--- config.mk ---
export PLATFORM = sky130hd
export DESIGN_NAME = debug_pd_stat_counters
export DESIGN_NICKNAME = d
export VERILOG_FILES = /design/src/rtl/debug_pd_stat_pkg.sv /design/src/rtl/debug_pd_stat_cnt.sv /design/src/rtl/debug_pd_stat_counters.sv
export SDC_FILE = /design/constraint.sdc
export NUM_CORES = 1
export LEC_CHECK = 0
export ABC_AREA = 0
export BUFFER_PORTS_ARGS = -buffer_cell sky130_fd_sc_hd__buf_2
export CAP_MARGIN = 10
export CORE_ASPECT_RATIO = 0.5
export CORE_MARGIN = 8
export CORE_UTILIZATION = 25
export DETAILED_ROUTE_END_ITERATION = 8
export SLEW_MARGIN = 20
export SYNTH_ARGS = -nofsm -noshare
export SYNTH_HDL_FRONTEND = slang
export SYNTH_SLANG_ARGS = --single-unit
--- constraint.sdc ---
create_clock -name clk -period 11 [get_ports clk]
set_clock_uncertainty 0.15 [all_clocks]
set_input_delay 0.55 -clock clk [delete_from_list [all_inputs] [get_ports clk]]
set_output_delay 0.55 -clock clk [all_outputs]
set_load 0.01 [all_outputs]
--- src/rtl/debug_pd_stat_pkg.sv ---
// debug_pd_stat_pkg: register map, counter IDs and overflow-status bit
// positions shared by the PD statistics back end.
package debug_pd_stat_pkg;

  // CIF register indices
  localparam logic [3:0] REG_F1    = 4'd0;
  localparam logic [3:0] REG_F2    = 4'd1;
  localparam logic [3:0] REG_CAP   = 4'd2;
  localparam logic [3:0] REG_TOT   = 4'd3;
  localparam logic [3:0] REG_B1_LO = 4'd4;
  localparam logic [3:0] REG_B1_HI = 4'd5;
  localparam logic [3:0] REG_B2_LO = 4'd6;
  localparam logic [3:0] REG_B2_HI = 4'd7;
  localparam logic [3:0] REG_OVF   = 4'd8;

  // Counter identifiers; the four event counters come first
  typedef enum logic [2:0] {
    CNT_F1  = 3'd0,
    CNT_F2  = 3'd1,
    CNT_CAP = 3'd2,
    CNT_TOT = 3'd3,
    CNT_B1  = 3'd4,
    CNT_B2  = 3'd5
  } cnt_id_e;

  // Bit positions inside the overflow status register
  localparam int OVF_BIT_F1  = 0;
  localparam int OVF_BIT_F2  = 1;
  localparam int OVF_BIT_CAP = 2;
  localparam int OVF_BIT_TOT = 3;
  localparam int OVF_BIT_B1  = 4;
  localparam int OVF_BIT_B2  = 5;

  // Register index whose clear-on-read clears the given counter
  function automatic logic [3:0] cnt_clr_addr(cnt_id_e id);
    case (id)
      CNT_F1:  return REG_F1;
      CNT_F2:  return REG_F2;
      CNT_CAP: return REG_CAP;
      CNT_TOT: return REG_TOT;
      CNT_B1:  return REG_B1_LO;
      CNT_B2:  return REG_B2_LO;
      default: return 4'hF;
    endcase
  endfunction

endpackage

--- src/rtl/debug_pd_stat_cnt.sv ---
// debug_pd_stat_cnt: one statistics counter with sticky overflow bit.
// DEBUG_PD_STAT_SATURATE_EN selects saturation at all-ones; otherwise the
// counter wraps. A clear in the same cycle as an increment leaves exactly
// that increment in the counter.
module debug_pd_stat_cnt
  import debug_pd_stat_pkg::*;
#(
  parameter int WIDTH     = 32,
  parameter int AMT_WIDTH = 1
) (
  input  logic                 clk,
  input  logic                 rst,
  input  logic                 i_inc,
  input  logic [AMT_WIDTH-1:0] i_amount,
  input  logic                 i_clr,
  input  logic                 i_ovf_clr,
  output logic [WIDTH-1:0]     o_value,
  output logic                 o_overflow
);

  logic [WIDTH-1:0] r_value;
  logic             r_overflow;
  logic [WIDTH-1:0] w_base;
  logic [WIDTH:0]   w_sum;
  logic             w_carry;
  logic [WIDTH-1:0] w_value_next;

  // Next value: clear first, then add; carry out marks overflow
  always_comb begin
    w_base  = i_clr ? '0 : r_value;
    w_sum   = {1'b0, w_base} + (WIDTH+1)'(i_amount);
    w_carry = i_inc & w_sum[WIDTH];
`ifdef DEBUG_PD_STAT_SATURATE_EN
    w_value_next = !i_inc ? w_base : (w_carry ? '1 : w_sum[WIDTH-1:0]);
`else
    w_value_next = i_inc ? w_sum[WIDTH-1:0] : w_base;
`endif
  end

  // Counter and sticky overflow registers
  always_ff @(posedge clk or posedge rst) begin
    if (rst) begin
      r_value    <= '0;
      r_overflow <= 1'b0;
    end else begin
      r_value    <= w_value_next;
      r_overflow <= i_ovf_clr ? 1'b0 : (r_overflow | w_carry);
    end
  end

  assign o_value    = r_value;
  assign o_overflow = r_overflow;

endmodule

--- src/rtl/debug_pd_stat_counters.sv ---
// debug_pd_stat_counters: PD debug statistics counters with a one-cycle
// CIF read port, clear-on-read and tear-free 64-bit byte-counter reads.
// Build option: DEBUG_PD_STAT_SATURATE_EN (saturate instead of wrap).
module debug_pd_stat_counters
  import debug_pd_stat_pkg::*;
#(
  parameter int CNT_WIDTH         = 32,
  parameter int BYTE_CNT_WIDTH    = 48,
  parameter int PACKET_SIZE_WIDTH = 12
) (
  input  logic                         clk,
  input  logic                         rst,
  input  logic                         dbg2cif_e_debug_pd_field1_cnt_inc,
  input  logic                         dbg2cif_e_debug_pd_field2_cnt_inc,
  input  logic                         dbg2cif_e_debug_pd_capture_match_cnt_inc,
  input  logic                         dbg2cif_e_debug_pd_total_pd_cnt_inc,
  input  logic                         dbg2cif_e_debug_pd_field1_byte_cnt_inc,
  input  logic                         dbg2cif_e_debug_pd_field2_byte_cnt_inc,
  input  logic [PACKET_SIZE_WIDTH-1:0] dbg2cif_eq_debug_pd_field_byte_cnt_inc_amount,
  input  logic                         cif2dbg_c_debug_pd_stat_clr,
  input  logic                         cif_rd_req,
  input  logic [3:0]                   cif_rd_addr,
  input  logic                         cif_rd_clr,
  output logic                         cif_rd_ack,
  output logic [31:0]                  cif_rd_data
);

  logic                      w_rd_clr;
  logic [3:0]                w_evt_inc;
  logic [CNT_WIDTH-1:0]      w_evt_val [4];
  logic [3:0]                w_evt_ovf;
  logic [BYTE_CNT_WIDTH-1:0] w_b1_val;
  logic [BYTE_CNT_WIDTH-1:0] w_b2_val;
  logic                      w_b1_ovf;
  logic                      w_b2_ovf;
  logic [31:0]               w_b1_hi;
  logic [31:0]               w_b2_hi;
  logic [31:0]               w_ovf_status;
  logic [31:0]               w_rd_data;
  logic [31:0]               r_snap_b1;
  logic [31:0]               r_snap_b2;
  logic                      r_rd_ack;
  logic [31:0]               r_rd_data;

  assign w_rd_clr  = cif_rd_req & cif_rd_clr;
  assign w_evt_inc = {dbg2cif_e_debug_pd_total_pd_cnt_inc,
                      dbg2cif_e_debug_pd_capture_match_cnt_inc,
                      dbg2cif_e_debug_pd_field2_cnt_inc,
                      dbg2cif_e_debug_pd_field1_cnt_inc};

  // Event counters F1, F2, CAP, TOT (index = counter ID)
  for (genvar gi = 0; gi < 4; gi++) begin : g_evt
    debug_pd_stat_cnt #(.WIDTH(CNT_WIDTH), .AMT_WIDTH(1)) u_cnt_evt (
      .clk        (clk),
      .rst        (rst),
      .i_inc      (w_evt_inc[gi]),
      .i_amount   (1'b1),
      .i_clr      (cif2dbg_c_debug_pd_stat_clr |
                   (w_rd_clr && (cif_rd_addr == cnt_clr_addr(cnt_id_e'(gi))))),
      .i_ovf_clr  (cif2dbg_c_debug_pd_stat_clr),
      .o_value    (w_evt_val[gi]),
      .o_overflow (w_evt_ovf[gi])
    );
  end

  debug_pd_stat_cnt #(.WIDTH(BYTE_CNT_WIDTH), .AMT_WIDTH(PACKET_SIZE_WIDTH)) u_cnt_b1 (
    .clk        (clk),
    .rst        (rst),
    .i_inc      (dbg2cif_e_debug_pd_field1_byte_cnt_inc),
    .i_amount   (dbg2cif_eq_debug_pd_field_byte_cnt_inc_amount),
    .i_clr      (cif2dbg_c_debug_pd_stat_clr |
                 (w_rd_clr && (cif_rd_addr == cnt_clr_addr(CNT_B1)))),
    .i_ovf_clr  (cif2dbg_c_debug_pd_stat_clr),
    .o_value    (w_b1_val),
    .o_overflow (w_b1_ovf)
  );

  debug_pd_stat_cnt #(.WIDTH(BYTE_CNT_WIDTH), .AMT_WIDTH(PACKET_SIZE_WIDTH)) u_cnt_b2 (
    .clk        (clk),
    .rst        (rst),
    .i_inc      (dbg2cif_e_debug_pd_field2_byte_cnt_inc),
    .i_amount   (dbg2cif_eq_debug_pd_field_byte_cnt_inc_amount),
    .i_clr      (cif2dbg_c_debug_pd_stat_clr |
                 (w_rd_clr && (cif_rd_addr == cnt_clr_addr(CNT_B2)))),
    .i_ovf_clr  (cif2dbg_c_debug_pd_stat_clr),
    .o_value    (w_b2_val),
    .o_overflow (w_b2_ovf)
  );

  assign w_b1_hi = 32'(w_b1_val >> 32);
  assign w_b2_hi = 32'(w_b2_val >> 32);

  // Overflow status word
  always_comb begin
    w_ovf_status              = '0;
    w_ovf_status[OVF_BIT_F1]  = w_evt_ovf[CNT_F1];
    w_ovf_status[OVF_BIT_F2]  = w_evt_ovf[CNT_F2];
    w_ovf_status[OVF_BIT_CAP] = w_evt_ovf[CNT_CAP];
    w_ovf_status[OVF_BIT_TOT] = w_evt_ovf[CNT_TOT];
    w_ovf_status[OVF_BIT_B1]  = w_b1_ovf;
    w_ovf_status[OVF_BIT_B2]  = w_b2_ovf;
  end

  // Read mux over pre-update values; high words come from the snapshots
  always_comb begin
    w_rd_data = '0;
    case (cif_rd_addr)
      REG_F1:    w_rd_data = 32'(w_evt_val[0]);
      REG_F2:    w_rd_data = 32'(w_evt_val[1]);
      REG_CAP:   w_rd_data = 32'(w_evt_val[2]);
      REG_TOT:   w_rd_data = 32'(w_evt_val[3]);
      REG_B1_LO: w_rd_data = w_b1_val[31:0];
      REG_B1_HI: w_rd_data = r_snap_b1;
      REG_B2_LO: w_rd_data = w_b2_val[31:0];
      REG_B2_HI: w_rd_data = r_snap_b2;
      REG_OVF:   w_rd_data = w_ovf_status;
      default:   w_rd_data = '0;
    endcase
  end

  // High-word snapshots taken when the low word is read
  always_ff @(posedge clk or posedge rst) begin
    if (rst) begin
      r_snap_b1 <= '0;
      r_snap_b2 <= '0;
    end else if (cif2dbg_c_debug_pd_stat_clr) begin
      r_snap_b1 <= '0;
      r_snap_b2 <= '0;
    end else if (cif_rd_req) begin
      if (cif_rd_addr == REG_B1_LO) r_snap_b1 <= w_b1_hi;
      if (cif_rd_addr == REG_B2_LO) r_snap_b2 <= w_b2_hi;
    end
  end

  // One-cycle read response; data is zero outside the ack cycle
  always_ff @(posedge clk or posedge rst) begin
    if (rst) begin
      r_rd_ack  <= 1'b0;
      r_rd_data <= '0;
    end else begin
      r_rd_ack  <= cif_rd_req;
      r_rd_data <= cif_rd_req ? w_rd_data : '0;
    end
  end

  assign cif_rd_ack  = r_rd_ack;
  assign cif_rd_data = r_rd_data;

endmodule

==> impl_metrics.tcl, run 1 <==
set metrics [dict create \
    crit_arrival_ns 4.83 \
    path_class "in -> reg" \
    post_route_cells_drive_above_1_share 0.0986 \
    timing.critical_path.to_type "flop" \
    slew_headroom 0.235 \
    synth_cell_type_count 65 \
    place.gp.congestion 0.860 \
    path_type_of_the_worst_min_delay_path "in -> async" \
    avgViaCountPerCell 5.13 \
    cts_sinks 295 \
    drt_pre_antenna_iters 5 \
    total_negative_slack_ns 0 \
    grt_start_max_net_pins 163 \
    post_cts_resized 0 \
    detail_route.wirelength_um 50100 \
    antennaDiodeCount 0 \
    period_share 0.416 \
    leading_cell_type_in_the_layout_fill_and_taps_excluded "dfrtp_1" \
    grt_pass1_vias 13000 \
    synth.yosys.seq_area_share 0.454 \
    asyncSetResetFlopFracSynth 1.00 \
    detailed_router_s_first_iteration_violation_count 1413 \
    floorplan.initialDensity 0.252 \
    wire_length_of_the_first_global_routing_pass_um 78300 \
    cts_tree "yes" \
    place_hpwl_um 35500 \
    cap_viol_max_count 0 \
    setup_repair_after_global_routing_missed_its_margin "false" \
    dieArea_um2 74000 \
    fp.coreArea_um2 64700 \
    post-route-drc-count 0 \
    tritoncts.num_buffers 35 \
    global_route_total_usage_across_every_layer 0.132 \
    buffer_ports.inserted 59 \
    dieWidth_um 377 \
    maximum_buffer_depth_of_the_clock_tree 3 \
    worst-slew-pin-transition_ns 1.15 \
    area.sequential_um2 7380 \
    placementRows 66 \
    antenna_violating_nets_post_route 0 \
    final.min_clock_period_ns 4.57 \
    post_synth_inst_count 1731 \
    run_status "completed" \
    multi_input_area_um2 8480 \
    worstPathMaxFanout 55 \
    area_growth_syn_to_layout_pct 15.6 \
    synth_warnings 0 \
    finish.net_count 1806 \
    globalRoute.totalOverflow 0 \
    mostFrequentLayoutCells "295 x dfrtp_1, 212 x nand2_1, 146 x nor2_1, 86 x xor2_1, 86 x a22oi_1" \
    cts_post_setup_buffers_inserted 0 \
    clk_latency_ns 0.54 \
    synth_top_flop_cell "dfrtp_1" \
    ctsRootBufferMaster "clkbuf_16" \
    startpoint_type "input port" \
    synth-edff-count 0 \
    maxSlewViolCount 0 \
    post_synth_instance_area_um2 16300 \
    report.final.hold_viol_count 0 \
    synth.net_count 1788 \
    clk_pin_slew_worst_paths_ns 0.06 \
    achievable-frequency_mhz 219 \
    route.detailed.wl_per_inst_um 18.8 \
    worst_ep_required_time_ns 11.26 \
    cts.htree.levels 2 \
    avgSynthCellArea_um2 9.40 \
    ios 60 \
    hold_fix_buffers_at_cts 0 \
    antenna_violations_before_repair 0 \
    max-vdd-ir-drop_uv 75.2 \
    total_power_w 0.00268 \
    setup-violations-final 0 \
    final.fill_count 6743 \
    vias 13600 \
    total_leakage_power_nw 7.54 \
    ys_seq_elements 295 \
    pwr_density_cell_nw_per_um2 142 \
    die_height_um 196 \
]
## critical path: stages
cell	delay [ns]
buf_2	0.48
and2_1	0.50
buf_4	0.28
a21oi_4	0.06
buf_4	0.31
and2_1	0.25
ha_1	0.21
fa_1	0.44
a211oi_1	0.27
o21bai_1	0.17
a211o_1	0.50
o21a_1	0.33
and3_1	0.20
a32o_1	0.25
## through the flow
step	instance area, um2	utilization	setup slack, ns	instances	hold WS (ns)
final	18800	0.291	6.43	2658	0.0906
after global routing	18800	0.291	6.13	2658	0.129
after CTS	18800	0.291	6.49	2658	0.118
after detailed placement	17600	0.271	5.96	2596	0.311
after global placement	17600	0.271	6.03	2596	0.303
after floorplan	16300	-	2.15	1731	0.289
## cells in the mapped netlist (7+ instances only)
master,number,area (um2)
mux2_2,20,225
o2111ai_1,13,114
nand4_1,79,494
inv_1,34,128
clkbuf_1,85,319
ha_1,28,350
or3_1,19,119
a221oi_1,11,96.3
or4_1,13,97.6
a21o_1,16,120
o21ai_0,23,115
nand2_1,212,796
nor2b_1,7,43.8
a22o_1,10,87.6
nand3_1,59,295
o31ai_1,14,105
buf_1,7,26.3
dfrtp_1,295,7380
a22oi_1,86,646
o211ai_1,8,60.1
o21a_1,9,67.6
mux2i_1,30,300
xnor2_1,74,648
and4_1,21,184
a211oi_1,24,180
a31oi_1,29,181
and2_1,40,250
nor3_1,40,200
nor2_1,146,548
a21oi_1,49,245
and3_1,29,181
xor2_1,86,753
nor4_1,18,113
nand2b_1,21,131
## logic make-up (layout without fill, tap and decap cells)
kind of cell | count (synthesis) | after routing | share of synthesized area
simple gates | 729 | 729 | 0.226
compound gates | 332 | 332 | 0.146
flops | 295 | 295 | 0.454
xor+xnor | 160 | 160 | 0.0861
buf+inv | 135 | 178 | 0.0321
mux | 50 | 50 | 0.0323
fa+ha+maj | 30 | 30 | 0.0240
## flip-flops by register name, summed over array words and instances (netlist names)
| name | count |
|---|---|
| g_evt.u_cnt_evt.o_value | 128 |
| u_cnt_b1.o_value | 48 |
| u_cnt_b2.o_value | 48 |
| cif_rd_data | 32 |
| r_snap_b1 | 16 |
| r_snap_b2 | 16 |
| g_evt.u_cnt_evt.o_overflow | 4 |
| cif_rd_ack | 1 |
| u_cnt_b1.o_overflow | 1 |
| u_cnt_b2.o_overflow | 1 |
## power by group
| group | switching (W) | internal (W) | total [W] |
|---|---|---|---|
| Sequential | 0.0000312 | 0.00111 | 0.00115 |
| Clock | 0.000472 | 0.000784 | 0.00126 |
| Combinational | 0.000181 | 0.0000975 | 0.000278 |
## area by class of cell
cell class	count	area share
Multi-Input combinational cell	1301	0.450
Sequential cell	295	0.392
Tap cell	884	0.0588
Clock buffer	50	0.0561
Timing Repair Buffer	80	0.0247
Clock inverter	12	0.0102
Inverter	36	0.00758
## worst paths after layout
kind,from,end,slack (ns),cells after the start
min in group clk,dbg2cif_e_debug_pd_field1_cnt_inc,g_evt[0].u_cnt_evt.o_value[0],0.14,2
worst min register to register,r_snap_b1[3],r_snap_b1[3],0.33,2
worst max register to register,u_cnt_b2.o_value[0],u_cnt_b2.o_value[24],7.71,9
worst max-delay path,cif_rd_req,u_cnt_b1.o_overflow,6.43,14
worst min-delay path,rst,u_cnt_b1.o_value[27],0.09,2
max in group asynchronous,rst,u_cnt_b2.o_value[25],9.13,3
## per-layer routing
layer / vias to the layer above / global-route usage / share of wire
met5: - / 0 / 0
met4: 0 / 0.0387 / 0.030
met3: 94 / 0.0237 / 0.065
met2: 425 / 0.213 / 0.47
met1: 6776 / 0.180 / 0.44
li1: 6351 / - / -
No activity file was read; power rests on OpenSTA's default activity.
==> run 2, diff against run 1 <==
==> constraint.sdc (replaced) <==
create_clock -name clk -period 4.3 [get_ports clk]
set_clock_uncertainty 0.15 [all_clocks]
set_input_delay 0.215 -clock clk [delete_from_list [all_inputs] [get_ports clk]]
set_output_delay 0.215 -clock clk [all_outputs]
set_load 0.01 [all_outputs]
==> run 2 against run 1 <==
Net effect: die area unchanged; final area rose by 0.29%; routed wire length is 0.60% higher; clock power grew 130%; sequential share of layout area is 0.11 points lower; hold slack got worse by 0.021 ns; register-to-register slack got worse by 6.6 ns; combinational power grew to 2.6 times the previous value; sequential cell count unchanged; setup slack got worse by 6.0 ns; largest power group is now registers.
==> impl_metrics.tcl, run 2 (synthesis gave the netlist of run 1 again) <==
set metrics [dict create \
    run_status "completed" \
    mostFrequentLayoutCells "295 x dfrtp_1, 211 x nand2_1, 146 x nor2_1, 86 x xor2_1, 86 x a22oi_1" \
    maximum_buffer_depth_of_the_clock_tree 3 \
    path_type_of_the_worst_min_delay_path "in -> reg" \
    ctsRootBufferMaster "clkbuf_16" \
    timing.critical_path.to_type "flop" \
    place.gp.congestion 0.888 \
    critical_path.slowest_cell "nor2_1" \
    worstPathMaxFanout 35 \
    finish.net_count 1833 \
    utilization 0.292 \
    avgViaCountPerCell 5.12 \
    worst_ep_required_time_ns 4.62 \
    ios 60 \
    total_negative_slack_ns 0 \
    dieWidth_um 377 \
    vias 13700 \
    report.final.hold_viol_count 0 \
    post_cts_resized 0 \
    antenna_violating_nets_post_route 0 \
    buffer_ports.inserted 59 \
    floorplan.initialDensity 0.252 \
    antenna_violations_before_repair 1 \
    tritoncts.num_buffers 34 \
    final_design_area_no_fill_um2 18900 \
    total_leakage_power_nw 7.57 \
    post-route-drc-count 0 \
    timing.rr.end "u_cnt_b1.o_overflow" \
    postPlaceCellArea_um2 17700 \
    worst-slew-pin-transition_ns 0.874 \
    drt_pre_antenna_iters 8 \
    placementRows 66 \
    power.share.combinational 0.112 \
    max-vdd-ir-drop_uv 212 \
    cts.htree.levels 2 \
    swShare 0.263 \
    achievable-frequency_mhz 259 \
    largest_reg_flops 128 \
    clk_latency_ns 0.53 \
    slew_headroom 0.418 \
    rr_startpoint "u_cnt_b1.o_value[0]" \
    post_route_cells_drive_above_1_share 0.102 \
    crit_path_cell_trace "dlygate4sd3_1 > buf_2 > and2_1 > a21oi_4 > buf_4 > buf_4 > and2_1 > ha_1 > o21a_1 > nor2_1 > nor2_1 > o21a_1 > and3_1 > a32o_1" \
    grt_start_max_net_pins 124 \
    cts_tree "yes" \
    ff_to_ff_path_depth 9 \
    globalRoute.totalOverflow 0 \
    pwr_density_cell_nw_per_um2 348 \
    internal-power_w 0.00483 \
    dieArea_um2 74000 \
    cap_viol_max_count 0 \
    leading_cell_type_in_the_layout_fill_and_taps_excluded "dfrtp_1" \
    max_stage_delay_ns 0.63 \
    endpoint "u_cnt_b1.o_overflow" \
    area_growth_syn_to_layout_pct 16.0 \
    startpoint_type "input port" \
    antennaDiodeCount 0 \
    reg2reg_slack_ns 1.14 \
    path_class "in -> reg" \
    timing.critical_path.buf_inv 4 \
    period_share 0.899 \
    cp.depth 14 \
    crit_family "simple AND/OR/NAND/NOR gates" \
    place_hpwl_um 36200 \
    detailed_router_s_first_iteration_violation_count 1309 \
    setup-violations-final 0 \
    detail_route.wirelength_um 50400 \
    route.detailed.wl_per_inst_um 18.8 \
    setup_repair_after_global_routing_missed_its_margin "false" \
    wire_length_of_the_first_global_routing_pass_um 79200 \
    power_frac_seq 0.446 \
    clk_pin_slew_worst_paths_ns 0.06 \
    cts_post_setup_buffers_inserted 0 \
    die_height_um 196 \
    startpoint "cif_rd_req" \
    grt_pass1_vias 13300 \
    maxSlewViolCount 0 \
    global_route_total_usage_across_every_layer 0.132 \
    final.min_clock_period_ns 3.86 \
    crit_arrival_ns 4.18 \
    power.net_switching_w 0.00173 \
    cts_sinks 295 \
    fp.coreArea_um2 64700 \
    power.clock.fraction 0.442 \
]
## run 2: worst min-delay path by stage
stage	startpoint	end	slack (ns)	cells after the start
floorplan	cif_rd_req	cif_rd_ack	0.1	0
global placement	rst	u_cnt_b1.o_value[20]	0.21	2
detailed placement	rst	u_cnt_b1.o_value[20]	0.21	2
CTS	dbg2cif_eq_debug_pd_field_byte_cnt_inc_amount[1]	u_cnt_b2.o_value[1]	0.06	3
global route	dbg2cif_eq_debug_pd_field_byte_cnt_inc_amount[1]	u_cnt_b2.o_value[1]	0.1	3
finish	dbg2cif_eq_debug_pd_field_byte_cnt_inc_amount[1]	u_cnt_b2.o_value[1]	0.07	3
## run 2: per-layer routing
| metal | routed length (um) | up-vias | global-route usage |
|---|---|---|---|
| li1 | - | 6388 | - |
| met1 | 22500 | 6887 | 0.179 |
| met2 | 23600 | 368 | 0.216 |
| met3 | 2740 | 91 | 0.0222 |
| met4 | 1540 | 0 | 0.0419 |
| met5 | 0 | - | 0 |
## run 2: final cells by class
class,instances,area (um2)
inverter,36,139
sequential,295,7380
fill,6780,45800
clock buffer,44,940
clock inverter,12,146
timing repair buffer,108,701
multi-input combinational,1301,8460
tap,884,1110
## run 2: power by group through the flow
stage          sequential [W]  clock (W)  combinational, W
6_report              0.00293    0.00290          0.000732
5_1_grt               0.00293    0.00307          0.000811
4_1_cts               0.00293    0.00296          0.000733
3_5_place_dp          0.00298          0          0.000722
3_3_place_gp          0.00298          0          0.000711
2_1_floorplan         0.00294          0          0.000522
## run 2: metrics by stage
step                      hold slack [ns]  worst slack, ns  cells  power [W]
after floorplan                    0.0964           0.0179   1731    0.00346
after global placement              0.208            0.601   2614    0.00369
after detailed placement            0.205            0.553   2614    0.00370
after CTS                          0.0649            0.552   2680    0.00662
after global routing               0.0980            0.260   2680    0.00681
final                              0.0693            0.436   2680    0.00656
## run 2: worst register-to-register path: stages, from the launching register on
cell,delay [ns]
dfrtp_1,0.40
and2_1,0.16
ha_1,0.21
fa_1,0.42
a211oi_1,0.28
o21bai_1,0.16
a211o_1,0.50
o21a_1,0.35
and3_1,0.21
a32o_1,0.24
## run 2: timing repair
| action | 4_1_cts | 5_1_grt |
|---|---|---|
| hold endpoints to repair | 49 | 0 |
| hold buffers | 10 | 0 |
| endpoints found under the setup margin | 0 | 0 |
==> run 3, diff against run 2 <==
==> constraint.sdc (replaced) <==
create_clock -name clk -period 4.15 [get_ports clk]
set_clock_uncertainty 0.15 [all_clocks]
set_input_delay 0.2075 -clock clk [delete_from_list [all_inputs] [get_ports clk]]
set_output_delay 0.2075 -clock clk [all_outputs]
set_load 0.01 [all_outputs]
==> run 3 against run 2 <==
Net effect: combinational power rose by 4.9%; non-clock buffer count grew 5; cell count increased by 0.30%; clock power is 11% higher; sequential cell count did not move; critical path type unchanged; first-iteration DRC count grew 1.5%; highest routed layer is now met5.
==> impl_metrics.tcl, run 3 (synthesis gave the netlist of run 1 again) <==
set metrics [dict create \
    run_status "completed" \
    worst_ep_required_time_ns 4.41 \
    drt_pre_antenna_iters 5 \
    total_power_w 0.00702 \
    startpoint_type "input port" \
    fp.coreArea_um2 64700 \
    globalRoute.totalOverflow 0 \
    setup_repair_after_global_routing_missed_its_margin "false" \
    final_design_area_no_fill_um2 19000 \
    global_route_total_usage_across_every_layer 0.132 \
    post_route_cells_drive_above_1_share 0.107 \
    dieArea_um2 74000 \
    slew_headroom 0.421 \
    maximum_buffer_depth_of_the_clock_tree 3 \
    period_share 0.921 \
    cap_viol_max_count 0 \
    detail_route.wirelength_um 50100 \
    clk_pin_slew_worst_paths_ns 0.06 \
    achievable-frequency_mhz 262 \
    route.detailed.wl_per_inst_um 18.7 \
    path_class "in -> reg" \
    buffer_ports.inserted 59 \
    post-route-drc-count 0 \
    detailed_router_s_first_iteration_violation_count 1329 \
    antenna_violations_before_repair 1 \
    placed_cells 2619 \
    grt_pass1_vias 13300 \
    floorplan.initialDensity 0.252 \
    die_height_um 196 \
    cts_tree "yes" \
    area.sequential_um2 7380 \
    mostFrequentLayoutCells "295 x dfrtp_1, 211 x nand2_1, 146 x nor2_1, 86 x xor2_1, 86 x a22oi_1" \
    max-vdd-ir-drop_uv 221 \
    post_cts_resized 0 \
    tritoncts.num_buffers 34 \
    finish.net_count 1838 \
    multi_input_area_um2 8460 \
    postPlaceCellArea_um2 17700 \
    placementRows 66 \
    final.min_clock_period_ns 3.82 \
    worst-slew-pin-transition_ns 0.868 \
    worstPathMaxFanout 13 \
    clk_latency_ns 0.52 \
    wire_length_of_the_first_global_routing_pass_um 78800 \
    place_hpwl_um 36500 \
    path_type_of_the_worst_min_delay_path "in -> reg" \
    dieWidth_um 377 \
    avgViaCountPerCell 5.09 \
    total_leakage_power_nw 7.66 \
    grt_start_max_net_pins 109 \
    area_growth_syn_to_layout_pct 17.0 \
    place.gp.congestion 0.885 \
    final.hold.worst_slack_ns 0.0636 \
    ios 60 \
    leading_cell_type_in_the_layout_fill_and_taps_excluded "dfrtp_1" \
    final.fill_count 6730 \
    layoutNonFillerInstCount 2688 \
    ctsRootBufferMaster "clkbuf_16" \
    antenna_violating_nets_post_route 0 \
    cts_post_setup_buffers_inserted 0 \
    pwr_density_cell_nw_per_um2 369 \
    vias 13700 \
    hold_fix_buffers_at_cts 10 \
    cts_sinks 295 \
    report.final.hold_viol_count 0 \
    timing.critical_path.to_type "flop" \
    setup-violations-final 0 \
    largest_reg_flops 128 \
    crit_arrival_ns 4.08 \
    antennaDiodeCount 0 \
    cts.htree.levels 2 \
    maxSlewViolCount 0 \
]
run 3: stage by stage:
stage	util	TNS, ns	setup WS, ns
floorplan	-	-36.76	-0.125
global placement	0.274	0	0.419
detailed placement	0.274	0	0.370
CTS	0.294	0	0.368
global route	0.294	0	0.133
finish	0.294	0	0.330
run 3: final timing paths:
kind / startpoint / end / slack (ns) / cells after the start
worst max-delay path: cif_rd_req / u_cnt_b2.o_value[24] / 0.33 / 14
worst min-delay path: dbg2cif_eq_debug_pd_field_byte_cnt_inc_amount[1] / u_cnt_b1.o_value[1] / 0.06 / 3
worst max register to register: u_cnt_b2.o_value[3] / u_cnt_b2.o_value[24] / 1.18 / 9
worst min register to register: r_snap_b2[4] / r_snap_b2[4] / 0.32 / 2
max in group asynchronous: rst / g_evt[3].u_cnt_evt.o_value[0] / 2.55 / 5
min in group asynchronous: rst / u_cnt_b1.o_value[32] / 0.25 / 4
run 3: layout make-up:
| cell class | count | area share |
|---|---|---|
| sequential | 295 | 0.388 |
| inverter | 36 | 0.00730 |
| tap | 884 | 0.0581 |
| clock buffer | 47 | 0.0526 |
| multi-input combinational | 1301 | 0.444 |
| clock inverter | 12 | 0.0103 |
| timing repair buffer | 113 | 0.0394 |
run 3: where the power goes:
part,leakage [nW],switching [W],internal (W),total [W]
clock network,0.589,0.00123,0.00200,0.00323
logic,3.01,0.000487,0.000281,0.000768
registers,4.07,0.0000772,0.00295,0.00303
total,7.66,0.00179,0.00523,0.00702
run 3: worst max-delay path: stages:
cell and delay (ns):
dlygate4sd3_1 0.53, buf_2 0.12, and2_1 0.35, a21oi_4 0.44
and2_1 0.22, ha_1 0.19, fa_1 0.25, a211oi_1 0.13
o21a_1 0.22, o21ai_1 0.42, o21ai_1 0.13, buf_4 0.20
or4_1 0.52, mux2i_1 0.14
run 3: per-layer routing:
metal  vias up  track usage  wire length, um
li1       6401            -                -
met5         -            0                7
met1      6768        0.176            22100
met3        97       0.0270             3150
met2       402        0.212            23100
met4         2       0.0482             1790
